===== src/rtl/seg7_scan_decoder_if.sv =====
// Bus bundle for the 7-segment scan decoder: scanned display lines in,
// decoded word out on a valid/ready handshake, plus the sticky overrun flag.
interface seg7_scan_decoder_if #(
   parameter int NUM_DIGITS = 4
);
   logic [6:0]              seg_in;
   logic [NUM_DIGITS-1:0]   dig_en;
   logic [4*NUM_DIGITS-1:0] out_data;
   logic [NUM_DIGITS-1:0]   out_err;
   logic                    out_valid;
   logic                    out_ready;
   logic                    overrun;

   // Display source / word consumer side
   modport master (
      output seg_in, dig_en, out_ready,
      input  out_data, out_err, out_valid, overrun
   );

   // Decoder side
   modport slave (
      input  seg_in, dig_en, out_ready,
      output out_data, out_err, out_valid, overrun
   );
endinterface


===== src/rtl/seg7_scan_decoder.sv =====
// Receive side of a multiplexed 7-segment display: samples the scanned
// segment lines and one-hot digit enables, waits for each digit's pattern to
// settle, decodes it back to a hex nibble and assembles one word per frame.
module seg7_scan_decoder #(
   parameter int NUM_DIGITS    = 4,
   parameter int STABLE_CYCLES = 4
)(
   input  logic                 clk,
   input  logic                 rst_n,
   seg7_scan_decoder_if.slave   bus
);
   localparam int CW = $clog2(STABLE_CYCLES + 1);

   typedef enum logic [1:0] {IDLE, SETTLE, HELD} state_t;

   // Pattern -> {err, nibble}; unknown patterns decode to nibble 0 with err set
   function automatic logic [4:0] f_decode(input logic [6:0] seg);
      case (seg)
         7'b1111110: return 5'h00;
         7'b0110000: return 5'h01;
         7'b1101101: return 5'h02;
         7'b1111001: return 5'h03;
         7'b0110011: return 5'h04;
         7'b1011011: return 5'h05;
         7'b1011111: return 5'h06;
         7'b1110000: return 5'h07;
         7'b1111111: return 5'h08;
         7'b1111011: return 5'h09;
         7'b1110111: return 5'h0A;
         7'b0011111: return 5'h0B;
         7'b1001110: return 5'h0C;
         7'b0111101: return 5'h0D;
         7'b1001111: return 5'h0E;
         7'b1000111: return 5'h0F;
         default:    return 5'h10;
      endcase
   endfunction

   logic [6:0]              r_seg, r_seg_prev;
   logic [NUM_DIGITS-1:0]   r_dig, r_dig_prev;
   state_t                  r_state, w_state_next;
   logic [CW-1:0]           r_cnt, w_cnt_next;
   logic [NUM_DIGITS-1:0]   r_mask;
   logic [4*NUM_DIGITS-1:0] r_buf_data;
   logic [NUM_DIGITS-1:0]   r_buf_err;
   logic [4*NUM_DIGITS-1:0] r_out_data;
   logic [NUM_DIGITS-1:0]   r_out_err;
   logic                    r_out_valid;
   logic                    r_overrun;

   logic                    w_onehot;
   logic                    w_same;
   logic                    w_capture;
   logic                    w_frame_done;
   logic [4:0]              w_dec;

   assign w_onehot     = (r_dig != '0) && ((r_dig & (r_dig - 1'b1)) == '0);
   assign w_same       = (r_seg == r_seg_prev) && (r_dig == r_dig_prev);
   assign w_dec        = f_decode(r_seg);
   assign w_frame_done = &r_mask;

   // Sample stage, one-cycle history for stability compare, and FSM state register
   always_ff @(posedge clk) begin
      if (!rst_n) begin
         r_seg      <= '0;
         r_dig      <= '0;
         r_seg_prev <= '0;
         r_dig_prev <= '0;
         r_state    <= IDLE;
         r_cnt      <= '0;
      end else begin
         r_seg      <= bus.seg_in;
         r_dig      <= bus.dig_en;
         r_seg_prev <= r_seg;
         r_dig_prev <= r_dig;
         r_state    <= w_state_next;
         r_cnt      <= w_cnt_next;
      end
   end

   // Next-state: count consecutive identical samples of the current dwell
   always_comb begin
      w_state_next = r_state;
      w_cnt_next   = r_cnt;
      if (!w_onehot) begin
         w_state_next = IDLE;
         w_cnt_next   = '0;
      end else if (r_state == IDLE || !w_same) begin
         w_state_next = SETTLE;
         w_cnt_next   = CW'(1);
      end else if (r_state == SETTLE) begin
         w_cnt_next = r_cnt + CW'(1);
         if (w_cnt_next == CW'(STABLE_CYCLES)) begin
            w_state_next = HELD;
         end
      end
   end

   // Output decode: capture exactly on the SETTLE->HELD transition
   always_comb begin
      w_capture = (r_state == SETTLE) && (w_state_next == HELD);
   end

   // Frame buffer and capture mask; a completed mask clears as the word is handed on
   always_ff @(posedge clk) begin
      if (!rst_n) begin
         r_mask     <= '0;
         r_buf_data <= '0;
         r_buf_err  <= '0;
      end else begin
         for (int i = 0; i < NUM_DIGITS; i++) begin
            if (w_capture && r_dig[i]) begin
               r_buf_data[4*i +: 4] <= w_dec[3:0];
               r_buf_err[i]         <= w_dec[4];
            end
         end
         r_mask <= (w_frame_done ? '0 : r_mask) | (w_capture ? r_dig : '0);
      end
   end

   // Output word register and valid/ready handshake; frames arriving while a word is stuck are dropped
   always_ff @(posedge clk) begin
      if (!rst_n) begin
         r_out_data  <= '0;
         r_out_err   <= '0;
         r_out_valid <= 1'b0;
         r_overrun   <= 1'b0;
      end else if (w_frame_done) begin
         if (!r_out_valid || bus.out_ready) begin
            r_out_data  <= r_buf_data;
            r_out_err   <= r_buf_err;
            r_out_valid <= 1'b1;
         end else begin
            r_overrun <= 1'b1;
         end
      end else if (r_out_valid && bus.out_ready) begin
         r_out_valid <= 1'b0;
      end
   end

   assign bus.out_data  = r_out_data;
   assign bus.out_err   = r_out_err;
   assign bus.out_valid = r_out_valid;
   assign bus.overrun   = r_overrun;
endmodule


===== src/flat_wrapper.sv =====
// flat-port wrapper written by rule: the top's interface ports become plain ports
module seg7_scan_decoder_flat 
#(
   parameter int NUM_DIGITS    = 4,
   parameter int STABLE_CYCLES = 4
)
  (clk, rst_n, bus_seg_in, bus_dig_en, bus_out_ready, bus_out_data, bus_out_err, bus_out_valid, bus_overrun);
  seg7_scan_decoder_if #(.NUM_DIGITS(NUM_DIGITS)) bus_i ();
  input  logic clk;
  input  logic rst_n;
  input wire logic [$bits(bus_i.seg_in)-1:0] bus_seg_in;
  input wire logic [$bits(bus_i.dig_en)-1:0] bus_dig_en;
  input wire logic [$bits(bus_i.out_ready)-1:0] bus_out_ready;
  output wire logic [$bits(bus_i.out_data)-1:0] bus_out_data;
  output wire logic [$bits(bus_i.out_err)-1:0] bus_out_err;
  output wire logic [$bits(bus_i.out_valid)-1:0] bus_out_valid;
  output wire logic [$bits(bus_i.overrun)-1:0] bus_overrun;
  assign bus_i.seg_in = bus_seg_in;
  assign bus_i.dig_en = bus_dig_en;
  assign bus_i.out_ready = bus_out_ready;
  assign bus_out_data = bus_i.out_data;
  assign bus_out_err = bus_i.out_err;
  assign bus_out_valid = bus_i.out_valid;
  assign bus_overrun = bus_i.overrun;
  seg7_scan_decoder #(.NUM_DIGITS(NUM_DIGITS), .STABLE_CYCLES(STABLE_CYCLES)) u_core (.clk(clk), .rst_n(rst_n), .bus(bus_i));
endmodule

===== config.mk =====
export PLATFORM = sky130hd
export DESIGN_NAME = seg7_scan_decoder_flat
export DESIGN_NICKNAME = d
export VERILOG_FILES = /design/src/rtl/seg7_scan_decoder_if.sv /design/src/rtl/seg7_scan_decoder.sv /design/src/flat_wrapper.sv
export SDC_FILE = /design/constraint.sdc
export NUM_CORES = 1
export LEC_CHECK = 0
export CAP_MARGIN = 20
export CORE_ASPECT_RATIO = 0.5
export CORE_MARGIN = 1
export CORE_UTILIZATION = 60
export DETAILED_ROUTE_END_ITERATION = 10
export HOLD_SLACK_MARGIN = 0.06
export PLACE_DENSITY = 0.93
export SYNTH_ARGS = -nofsm -noshare
export SYNTH_HDL_FRONTEND = slang
export SYNTH_SLANG_ARGS = --single-unit
export TNS_END_PERCENT = 10

===== constraint.sdc =====
create_clock -name clk -period 2.8 [get_ports clk]
set_input_delay 0.28 -clock clk [delete_from_list [all_inputs] [get_ports clk]]
set_output_delay 0.28 -clock clk [all_outputs]
set_load 0.1 [all_outputs]

---- After elaboration in Yosys (flattened, before gate mapping) ----
Cells that the tools add are included.
Widths: inputs -> output; s select.
operators by class
  add/sub/neg operators ................... 2
  multipliers ............................. 0
  divide/modulo/power cells ............... 0
  $lt $le $gt $ge ......................... 0
  equality and inequality tests ........... 22
  shift-type cells ........................ 0
  multiplexer cells ....................... 12
  bitwise logic cells ..................... 5
  reductions and logical operators ........ 23
operators with widths
  kind                 number
  $eq 7x7->1 const B   12
  $pmux 5 s16          1
  $eq 7x6->1 const B   3
  $reduce_and 5->1     2
  $logic_and 1x1->1    8
  $mux 2               4
  $mux 4               2
  $eq 7x5->1 const B   1
  $eq 7x7->1           1
  $mux 1               5
  $and 4x4->4          1
  $eq 4x4->1           1
  $logic_not 4->1      1
  $or 4x4->4           1
  $reduce_and 2->1     2
  $reduce_and 4->1     1
  $reduce_bool 2->1    2
  $reduce_bool 4->1    1
  $sub 4x1->4 const B  1
  $add 3x1->3 const B  1
  $eq 3x3->1 const B   1
  $not 1->1            3
  $reduce_or 3->1      1
  $eq 2x1->1 const B   1
  5 further kinds      7
storage, ports and cells
  bits in registers ....................... 73
  bits in latches ......................... 0
  memory bits (writable) .................. 0
  bits in read-only memories .............. 0
  output and inout port bits .............. 22
  memories kept ........................... 0

---- Logic depth before layout (Yosys ltp) ----
Gate-level depths: netlist of run 1.
  word-level depth ........................ 10
  depth in mapped cells ................... 7
  depth with buffers taken out ............ 6

---- Worst setup path after synthesis of run 1 ----
OpenSTA, ideal clock, no wires.
  kind .................................... register to register
  start point ............................. register u_core.r_out_valid, in the netlist u_core.bus.out_valid
  end point ............................... register u_core.r_out_data[0], in the netlist u_core.bus.out_data[0]
  setup time .............................. 76 ps
  arrival ................................. 1756 ps
  data required time ...................... 2724 ps
  setup slack ............................. 968 ps
  stages on the path, launching flop included .. 6
  buffers on the path ..................... 1
  period minus slack after synthesis ...... 1832 ps
  cell sequence ........................... dfxtp_1 nand2b_1 nand2b_1 clkbuf_1 nand2_1 a21boi_0
between the ends
  longest elaborated chain between the ends .. 3
ends and longest elaborated chain
  element                     line                      text
  start, declared             seg7_scan_decoder.sv:48   logic r_out_valid;
  start signal, assigned      seg7_scan_decoder.sv:126  r_out_valid <= 1'b0;
  start signal, assigned      seg7_scan_decoder.sv:132  r_out_valid <= 1'b1;
  start signal, assigned      seg7_scan_decoder.sv:137  r_out_valid <= 1'b0;
  $logic_not 1->1             seg7_scan_decoder.sv:129  if (!r_out_valid || bus.out_ready) begin
  $logic_or 1x1->1            seg7_scan_decoder.sv:129
  $reduce_and 5->1 (no line)  n/a
  end signal, assigned        seg7_scan_decoder.sv:130  r_out_data <= r_buf_data;
  end, declared               seg7_scan_decoder.sv:46   logic [4*NUM_DIGITS-1:0] r_out_data;
No other way between the ends.
A chain may end at the register's enable or synchronous reset.

---- Worst setup path after layout of run 1 ----
  start point ............................. register u_core.r_seg[2]
  end point ............................... register u_core.r_buf_data[11]
between the ends
  longest elaborated chain between the ends .. 9
  elaborated cells on any way between the ends .. 26
  those cells by class .................... eq/ne (18); mux (3); reduce/logical (5)
ends and longest elaborated chain
  element                        line                      text
  start, declared                seg7_scan_decoder.sv:39   logic [6:0] r_seg, r_seg_prev;
  start signal, assigned         seg7_scan_decoder.sv:72   r_seg <= bus.seg_in;
  $eq 7x7->1                     seg7_scan_decoder.sv:58   assign w_same = (r_seg == r_seg_prev) && (r_dig == r_dig_prev);
  $logic_and 1x1->1              seg7_scan_decoder.sv:58
  $logic_not 1->1                seg7_scan_decoder.sv:88   end else if (r_state == IDLE || !w_same) begin
  $logic_or 1x1->1               seg7_scan_decoder.sv:88
  $mux 2                         seg7_scan_decoder.sv:88
  $mux 2                         seg7_scan_decoder.sv:85   if (!w_onehot) begin
  $eq 2x2->1                     seg7_scan_decoder.sv:101  w_capture = (r_state == SETTLE) && (w_state_next == HELD);
  $logic_and 1x1->1              seg7_scan_decoder.sv:101
  $logic_and 1x1->1              seg7_scan_decoder.sv:112  if (w_capture && r_dig[i]) begin
  end signal, assigned by index  seg7_scan_decoder.sv:113  r_buf_data[4*i +: 4] <= w_dec[3:0];
  end, declared                  seg7_scan_decoder.sv:44   logic [4*NUM_DIGITS-1:0] r_buf_data;
Parallel ways exist; a longest one is shown, timed or not.

==> summary.md, run 1 <==
| Metric | Value |
|---|---|
| Worst hold stages | 2 |
| WL/cell | 13.9 um |
| Worst clock skew | 8.42 ps |
| PortBufs | 35 |
| Global route overflow | 0 |
| Area Overhead vs Synth | 15.3% |
| Post-CTS Setup Bufs | 0 |
| Final cell count without fillers | 436 |
| Clock Tree Root | clkbuf_8 |
| Total die area | 5560 sq um |
| FFs w/ async S/R, synth | 0% |
| Seq cells post-synth | 73 |
| Final hold slack | 400 ps |
| DP Wirelength | 4010 um |
| Hold_buf cts | 0 |
| Vias in the first global route | 2116 |
| Seq/Total Area, Yosys | 46.4% |
| Dpl cells | 420 |
| Status | finished clean |
| 1st-pass router iterations | 4 |
| Setup WS post-layout | 806 ps |
| CP Launch Type | register |
| Tmin final | 1990 ps |
| Reg2Reg Depth | 5 |
| Synth Cell Area | 3150 sq um |
| Initial Util | 63.2% |
| Synth top area share | 46.4% |
| RSZ-0062 raised after global routing | false |
| DRT Wirelength | 6070 um |
| # DRC | 0 |
| Crit path DAT | 2200 ps |
| Cts bufs inserted | 9 |
| Slew @ Worst Pin | 691 ps |
| Max cap viols | 0 |
| Tcrit/Tclk final | 71.2% |
| Largest net degree at the start of global routing | 43 |
| # H-tree levels | 3 |
| Post-layout util | 72.9% |
| Post-cts resize count | 0 |
| Clock latency on the worst-skew pair | 350 ps |
| Via count | 2428 |
| Die Width | 104 um |
| Yosys warning count | 0 |
| Cell Rows | 18 |
| Cells after Synth | 337 |
| Final GP Congestion | 0.845 |
| Crit path max fanout | 21 |
| EDFF count, synth | 0 |
| HP Class | in2reg |
| P_leak | 1.41 nW |
| GRT Util Overall | 24.0% |
| Required @ worst endpoint | 3010 ps |
| Worst-path clk slew | 80 ps |
| Num ports | 36 |
| Critical path class | reg2reg |
| Antenna viol nets, final | 0 |
| Most used DFF post-synth | dfxtp_1 |
| Initial antenna violation count | 0 |
| Max Freq | 0.502 GHz |
| Core ar. | 4980 sq um |
| Cell taking the most area after synthesis | dfxtp_1 |
| Clock Sinks | 73 |
| Final Net Count | 377 |
| Pre-CTS setup slack | 822 ps |
| Worst slew margin | 54.0% |
| Top cells by area, synth | dfxtp_1 (46%), nand2_1 (8.2%), mux2i_1 (6.7%) |
| Die Height | 53.2 um |
| Setup TNS | 0 ps |
| Final setup violation count | 0 |
| Power per standard cell area | 554 nW/um^2 |
| Syn_nets | 353 |
| First-pass GRT wire length | 9960 um |
| Final Hold Viols | 0 |
| Diode count | 0 |
| Initial DRC Count | 167 |
| Share of cells above drive strength 1 | 14.8% |
| Mean post-synth cell area | 9.34 sq um |
| Most frequent cell after synthesis | dfxtp_1 |
| Max-slew violation count | 0 |
| Clock buffer depth | 2 |
| CTS tree | yes |
| Max rail drop VDD | 0.000462 V |
| CP Capture Type | register |
| Distinct cells, synth | 46 |
| Top post-synthesis cells by count | dfxtp_1 (73), nand2_1 (69), and2_1 (22), mux2i_1 (21), a21boi_1 (19) |
| Vias per std cell | 5.57 |
cell usage in the layout, fill, tap and decap left out, types with 4 or more instances in the layout:
| master | n |
|---|---|
| nand4_1 | 7 |
| nor4b_2 | 5 |
| a21oi_1 | 6 |
| nand3b_1 | 4 |
| nand2b_1 | 4 |
| nand2_2 | 4 |
| xnor2_1 | 11 |
| a21boi_0 | 6 |
| nor4b_1 | 4 |
| mux2i_1 | 21 |
| dfxtp_1 | 73 |
| buf_4 | 24 |
| clkdlybuf4s50_1 | 12 |
| o2111ai_1 | 4 |
| a21boi_1 | 19 |
| nand2_1 | 69 |
| clkbuf_8 | 9 |
| nor2_1 | 8 |
| nor2b_1 | 4 |
| and2_1 | 22 |
layer usage:
metal  share of wire (%)  up-vias  GRT usage (%)
met5                   0        -              0
met2                  47       83           39.3
met4                 2.0        0           11.4
li1                    -     1201              -
met3                 5.7       12           8.87
met1                  45     1132           28.6
cell families after synthesis:
kind of cell / after synthesis / synth area share (%)
compound gates: 54 / 12.7
xor+xnor: 15 / 4.41
fa+ha+maj: 2 / 0.795
buf+inv: 27 / 3.74
flops: 73 / 46.4
mux: 21 / 6.68
simple gates: 145 / 25.2
cell type report:
type                       instances  area, sq um
fill                             372         1350
tap                               70         87.6
clock buffer                      10          128
sequential                        73         1460
clock inverter                     6         67.6
multi-input combinational        237         1570
inverter                           3         11.3
timing repair buffer              37          305
worst max-delay path, stage by stage (launching register included):
cell	delay (ps)
dfxtp_1	750
xnor2_2	200
o2111ai_1	190
nor3_4	330
nand2_2	210
mux2i_1	160
per-stage QoR:
step | area [sq um] | power, mW
after global routing | 3630 | 2.10
after detailed placement | 3430 | 1.22
final | 3630 | 2.01
after global placement | 3430 | 1.22
after floorplan | 3150 | 1.19
after CTS | 3630 | 2.02
power by group:
group	internal (mW)	switching, mW
clock network	0.414	0.394
registers	1.05	0.0345
logic	0.0593	0.0518
total	1.53	0.480
worst paths after layout:
check        slack, ps                      to              startpoint
min reg2reg        460  u_core.bus.out_data[8]  u_core.bus.out_data[8]
min                400      u_core.bus.overrun                   rst_n
max                810   u_core.r_buf_data[11]         u_core.r_seg[2]
max reg2reg        810   u_core.r_buf_data[11]         u_core.r_seg[2]
state kept, by name (all words and copies together), names as in the netlist:
register,cells
u_core.bus.out_err,4
u_core.bus.out_data,16
u_core.bus.out_valid,1
u_core.r_state,2
u_core.r_dig_prev,4
u_core.r_mask,4
u_core.r_buf_err,4
u_core.bus.overrun,1
u_core.r_seg,7
u_core.r_seg_prev,7
u_core.r_dig,4
u_core.r_buf_data,16
u_core.r_cnt,3
(Power assumes the default switching activity.)
==> inputs of run 2 (changes only) <==
--- a/config.mk
+++ b/config.mk
@@ -8,10 +8,10 @@
 export CAP_MARGIN = 20
 export CORE_ASPECT_RATIO = 0.5
 export CORE_MARGIN = 1
-export CORE_UTILIZATION = 60
+export CORE_UTILIZATION = 50
 export DETAILED_ROUTE_END_ITERATION = 10
 export HOLD_SLACK_MARGIN = 0.06
-export PLACE_DENSITY = 0.93
+export PLACE_DENSITY = 0.83
 export SYNTH_ARGS = -nofsm -noshare
 export SYNTH_HDL_FRONTEND = slang
 export SYNTH_SLANG_ARGS = --single-unit
==> constraint.sdc (replaced) <==
create_clock -name clk -period 1.79 [get_ports clk]
set_input_delay 0.179 -clock clk [delete_from_list [all_inputs] [get_ports clk]]
set_output_delay 0.179 -clock clk [all_outputs]
set_load 0.1 [all_outputs]
==> run 2 against run 1 <==
  * Core utilization fell by 3.2 points
  * Critical path depth unchanged
  * Sequential power rose by 56%
  * Die area increased by 19%
  * Hold slack worse by 26 ps
  * Critical path type unchanged
  * Global-route usage shrank 2.4 points
  * Design area is 11% higher
  * Routed wire length rose by 18%
  * Via count grew 4.7%
  * Register-to-register slack got worse by 730 ps
==> summary.md, run 2 (synthesis gave the netlist of run 1 again) <==
| Metric | Value |
|---|---|
| Area Overhead vs Synth | 28.0% |
| Hold_buf cts | 0 (unchanged) |
| Most frequent cells in the layout | nand2_1 (68), dfxtp_1 (62), buf_4 (35) |
| Clock Sinks | 73 (unchanged) |
| Cell Rows | 19 (+1) |
| Antenna viol nets, final | 0 (unchanged) |
| CP Launch Type | register |
| Critical path class | reg2reg |
| P_leak | 1.66 nW (+18%) |
| Worst slew margin | 59.7% (+5.8 points) |
| Final Net Count | 390 (+3.4%) |
| Tmin final | 1720 ps (-277 ps) |
| Max cap viols | 0 (unchanged) |
| Final Hold Viols | 0 (unchanged) |
| Pre-CTS setup slack | -52.2 ps (-874 ps) |
| Status | finished clean |
| Share of cells above drive strength 1 | 22.7% (+7.9 points) |
| Final cell count without fillers | 463 (+6.2%) |
| CTS tree | yes |
| Max rail drop VDD | 0.000498 V (+7.8%) |
| Clock Tree Root | clkbuf_16 |
| Required @ worst endpoint | 2040 ps (-970 ps) |
| HP Class | in2reg |
| Max Freq | 0.583 GHz (+16%) |
| Multi-input logic area | 1680 sq um (+7.4%) |
| WL/cell | 15.5 um (+11%) |
| Vias per std cell | 5.49 (-1.4%) |
| PortBufs | 35 (unchanged) |
| Max-slew violation count | 0 (unchanged) |
| Sequential cell area | 1480 sq um (+1.3%) |
| Total die area | 6630 sq um (+19%) |
| GRT Util Overall | 21.6% (-2.4 points) |
| Clock buffer depth | 2 (unchanged) |
| Tcrit/Tclk final | 95.9% (+25 points) |
| Cts bufs inserted | 9 (unchanged) |
| Final GP Congestion | 0.809 (-4.3%) |
| CP Capture Type | register |
| Largest net degree at the start of global routing | 41 (-4.7%) |
| Setup TNS | 0 ps (unchanged) |
| Worst clock skew | 7.64 ps (-0.785 ps) |
| Num ports | 36 (unchanged) |
| Initial antenna violation count | 0 (unchanged) |
| Final hold slack | 375 ps (-25.6 ps) |
| DP Wirelength | 4500 um (+12%) |
| # H-tree levels | 3 (unchanged) |
| Global route overflow | 0 (unchanged) |
| Clock latency on the worst-skew pair | 330 ps (-20 ps) |
| Dpl cells | 446 (+6.2%) |
| Pwr Total | 3.83 mW (+91%) |
| Via count | 2543 (+4.7%) |
| RSZ-0062 raised after global routing | true |
| Core ar. | 5780 sq um (+16%) |
| Die Width | 114 um (+9.4%) |
| Vias in the first global route | 2318 (+9.5%) |
| Initial DRC Count | 244 (+46%) |
| Slew @ Worst Pin | 604 ps (-86.7 ps) |
| First-pass GRT wire length | 10800 um (+8.8%) |
| Die Height | 58.1 um (+9.2%) |
| Crit path DAT | 1970 ps (-230 ps) |
| # fillers | 428 (+15%) |
| Setup WS post-layout | 73.3 ps (-733 ps) |
| Crit path max fanout | 14 (-33%) |
| 1st-pass router iterations | 4 (unchanged) |
| Final setup violation count | 0 (unchanged) |
| Initial Util | 54.5% (-8.8 points) |
| Worst-path clk slew | 60 ps (-20 ps) |
| # DRC | 0 (unchanged) |
| Power per standard cell area | 951 nW/um^2 (+72%) |
| Diode count | 0 (unchanged) |
| Most common cell after layout, fill and taps aside | nand2_1 |
| DRT Wirelength | 7170 um (+18%) |
## run 2: changes by cell type in the layout (fill, tap and decap cells not counted), moves of 2 or more
cell / delta
dfxtp_2: +9
nand2_2: -3
clkbuf_16: +9
nor4b_1: -2
nand2_4: +4
clkbuf_8: -9
dfxtp_1: -11
dfxtp_4: +2
buf_12: +2
buf_4: +11
nor4b_4: +5
nor4b_2: -3
## run 2: area by class of cell
class	count	area share [%]
inverter	3	0.280
tap	84	2.61
clock inverter	7	2.36
timing repair buffer	50	10.6
clock buffer	9	5.59
sequential	73	36.7
multi-input combinational	237	41.8
## run 2: worst max-delay path, stage by stage (launching register included)
cell and delay, ps:
dfxtp_4 390, xnor2_1 260, o2111ai_1 150, nor3_1 410
nand3b_1 240, nor2_1 180
## run 2: metrics by stage
stage	area, sq um	util (%)
2_1_floorplan	3150	-
3_3_place_gp	3550	61.5
3_5_place_dp	3550	61.5
4_1_cts	3880	67.2
5_1_grt	4030	69.7
6_report	4030	69.7
## run 2: what timing repair did
item | CTS | global route
pin swaps | 0 | 4
gates resized for setup | 5 | 25
buffers inserted | 0 | 1
hold endpoints to repair | 0 | 0
setup endpoints to repair | 19 | 24
## run 2: path summary, 6_finish.rpt
kind / slack [ps] / end / cells past startpoint / from
worst max register to register: 70 / u_core.r_state[1] / 5 / u_core.r_seg[3]
worst max-delay path: 70 / u_core.r_state[1] / 5 / u_core.r_seg[3]
worst min-delay path: 370 / u_core.bus.out_valid / 2 / rst_n
worst min register to register: 450 / u_core.bus.out_err[0] / 2 / u_core.bus.out_err[0]
## run 2: power breakdown
| group | internal [mW] | switching (mW) |
|---|---|---|
| Clock | 1.22 | 0.674 |
| Combinational | 0.118 | 0.119 |
| Sequential | 1.65 | 0.0492 |
| Total | 2.99 | 0.842 |
## run 2: layer usage
| metal | vias to the layer above | track usage, % | share of wire (%) |
|---|---|---|---|
| met4 | 0 | 12.1 | 2.5 |
| met1 | 1202 | 25.8 | 43 |
| met5 | - | 0 | 0 |
| li1 | 1226 | - | - |
| met2 | 98 | 35.8 | 48 |
| met3 | 17 | 6.17 | 6.2 |
==> inputs of run 3 (changes only) <==
--- a/config.mk
+++ b/config.mk
@@ -5,12 +5,12 @@
 export SDC_FILE = /design/constraint.sdc
 export NUM_CORES = 1
 export LEC_CHECK = 0
-export CAP_MARGIN = 20
 export CORE_ASPECT_RATIO = 0.5
 export CORE_MARGIN = 1
 export CORE_UTILIZATION = 50
 export DETAILED_ROUTE_END_ITERATION = 10
 export HOLD_SLACK_MARGIN = 0.06
+export MAX_ROUTING_LAYER = met4
 export PLACE_DENSITY = 0.83
 export SYNTH_ARGS = -nofsm -noshare
 export SYNTH_HDL_FRONTEND = slang
==> run 3 against run 2 <==
  * Hold slack got worse by 190 ps
  * Register-to-register slack hardly changed
  * Sequential cell count unchanged
  * Non-clock buffer count increased by 7
  * Combinational power hardly changed
  * Clock power is 4% lower
  * Critical path depth grew 1
  * Core utilization down 0.17 points
  * Clock-buffer cell count rose by 3
  * First-iteration DRC count is 18% lower
  * Routed wire length decreased by 5.4%
  * Die area stayed put
  * Largest power group unchanged
  * Highest routed layer unchanged
==> summary.md, run 3 (synthesis gave the netlist of run 1 again) <==
| Metric | Value |
|---|---|
| Status | finished clean |
| Tmin final | 1730 ps (+13.1 ps) |
| Max rail drop VDD | 0.000956 V (+92%) |
| Global route overflow | 0 (unchanged) |
| Initial Util | 54.5% (unchanged) |
| Post-layout util | 69.6% (-0.17 points) |
| Setup TNS | 0 ps (unchanged) |
| PortBufs | 35 (unchanged) |
| Cts bufs inserted | 9 (unchanged) |
| RR Startpoint | u_core.r_cnt[1] |
| Flop pwr share | 45.2% (+0.8 points) |
| Clock latency on the worst-skew pair | 340 ps (about the same) |
| Largest net degree at the start of global routing | 41 (unchanged) |
| Clock power share | 48.5% (-0.9 points) |
| Clock Sinks | 73 (unchanged) |
| CP Launch Type | register |
| Antenna viol nets, final | 0 (unchanged) |
| Critical path class | reg2reg |
| Tcrit/Tclk final | 96.6% (+0.73 points) |
| Final Net Count | 397 (+1.8%) |
| Vias in the first global route | 2344 (+1.1%) |
| Max Freq | 0.578 GHz (-0.76%) |
| HP Class | in2reg |
| Most frequent cells in the layout | nand2_1 (68), dfxtp_1 (65), buf_4 (43) |
| Diode count | 0 (unchanged) |
| CP Capture Type | register |
| # fillers | 471 (+10%) |
| Area Overhead vs Synth | 27.7% |
| Total die area | 6630 sq um (unchanged) |
| Sw Pwr | 0.822 mW (-2.4%) |
| Critical path cell sequence | ha_2, xor2_2, nand2_4, nor4b_2, nand2_2, mux2i_1 |
| DP Wirelength | 4550 um (+1.3%) |
| Required @ worst endpoint | 1990 ps (-50 ps) |
| Core ar. | 5780 sq um (unchanged) |
| GRT Util Overall | 22.5% (+0.97 points) |
| Placed Area | 3590 sq um (+1.1%) |
| Clock buffer depth | 2 (unchanged) |
| Slew @ Worst Pin | 547 ps (-56.5 ps) |
| Family with the most delay on the worst path | simple AND/OR/NAND/NOR gates |
| DRT Wirelength | 6780 um (-5.4%) |
| Gate power share | 6.3% (about the same) |
| Launch point of the worst path | u_core.r_cnt[1] |
| Crit path max fanout | 6 (-8) |
| Initial DRC Count | 200 (-18%) |
| Num ports | 36 (unchanged) |
| Die Width | 114 um (unchanged) |
| Switching part of the total | 21.9% (-0.063 points) |
| Final GP Congestion | 0.788 (-2.6%) |
| Crit path max-delay cell type | dfxtp_1 |
| 1st-pass router iterations | 4 (unchanged) |
| Hold_sp | rst_n |
| CTS tree | yes |
| Finished Cell Area | 4020 sq um (-0.25%) |
| Die Height | 58.1 um (unchanged) |
| Max-slew violation count | 0 (unchanged) |
| Power per standard cell area | 933 nW/um^2 (-1.9%) |
| Max cap viols | 0 (unchanged) |
| First-pass GRT wire length | 10900 um (+0.44%) |
| Initial antenna violation count | 0 (unchanged) |
| Clock Tree Root | clkbuf_16 |
| # H-tree levels | 3 (unchanged) |
| Most common cell after layout, fill and taps aside | nand2_1 |
| Worst clock skew | 5.11 ps (-2.53 ps) |
| WL/cell | 14.4 um (-6.8%) |
| Share of cells above drive strength 1 | 22.8% (+0.11 points) |
| Via count | 2470 (-2.9%) |
| Slowest stage delay, CP | 360 ps (-50 ps) |
| Internal Power | 2.93 mW (-2.1%) |
| # DRC | 0 (unchanged) |
| Final setup violation count | 0 (unchanged) |
| P_leak | 1.67 nW (+0.23%) |
| Buffers & Inverters on Critical Path | 0 (unchanged) |
| Cell Rows | 19 (unchanged) |
| Hold_buf cts | 0 (unchanged) |
| Worst slew margin | 63.3% (+3.6 points) |
| Crit path DAT | 1920 ps (-50 ps) |
| Vias per std cell | 5.26 (-4.3%) |
| Final Hold Viols | 0 (unchanged) |
| Worst-path clk slew | 60 ps (about the same) |
## run 3: cell count changes in the layout (fill, tap and decap cells not counted), moves of 2 or more
cell	previous run	this run
clkbuf_8	0	2
dfxtp_1	62	65
dfxtp_2	9	7
buf_4	35	43
nor4b_2	2	4
nor4b_4	5	3
## run 3: layer usage
metal  wire, um  share of wire (%)  GRT usage [%]
met1       3130                 46           26.4
met5          0                  0              -
met3        303                4.5           6.38
met4        121                1.8           9.83
met2       3230                 48           36.7
## run 3: area by class of cell
class | instances | area [sq um] | area share, %
clock buffer | 12 | 256 | 6.38
tap | 84 | 105 | 2.62
clock inverter | 4 | 51.3 | 1.28
multi-input combinational | 237 | 1650 | 41.1
inverter | 3 | 11.3 | 0.280
timing repair buffer | 57 | 468 | 11.6
sequential | 73 | 1470 | 36.7
## run 3: final timing paths
path	end	slack, ps	cells after the start
setup / recovery	u_core.r_buf_data[0]	60	6
hold / removal	u_core.bus.overrun	180	2
setup reg to reg	u_core.r_buf_data[0]	60	6
hold reg to reg	u_core.bus.out_data[8]	450	2
## run 3: timing repair
item,CTS,global route
setup endpoints to repair,16,26
pin swaps,0,2
resized for setup,2,20
buffers inserted,0,1
## run 3: metrics by stage
step	setup WS, ps	std cells	total power, mW	hold WS [ps]
after floorplan	214	337	1.86	306
after global placement	-45.6	453	1.94	443
after detailed placement	-67.6	453	1.94	448
after CTS	4.86	469	3.76	180
after global routing	-24.8	470	3.86	203
final	60.2	470	3.75	183
## run 3: worst reg2reg max path, stage by stage, from the launching register on
cell,delay (ps)
dfxtp_1,360
ha_2,230
xor2_2,230
nand2_4,130
nor4b_2,300
nand2_2,180
mux2i_1,160
## run 3: power groups by stage
stage | Clock [mW] | Combinational, mW | Sequential, mW
2_1_floorplan | 0 | 0.159 | 1.71
3_3_place_gp | 0 | 0.213 | 1.72
3_5_place_dp | 0 | 0.218 | 1.73
4_1_cts | 1.85 | 0.219 | 1.69
5_1_grt | 1.91 | 0.255 | 1.70
6_report | 1.82 | 0.235 | 1.69
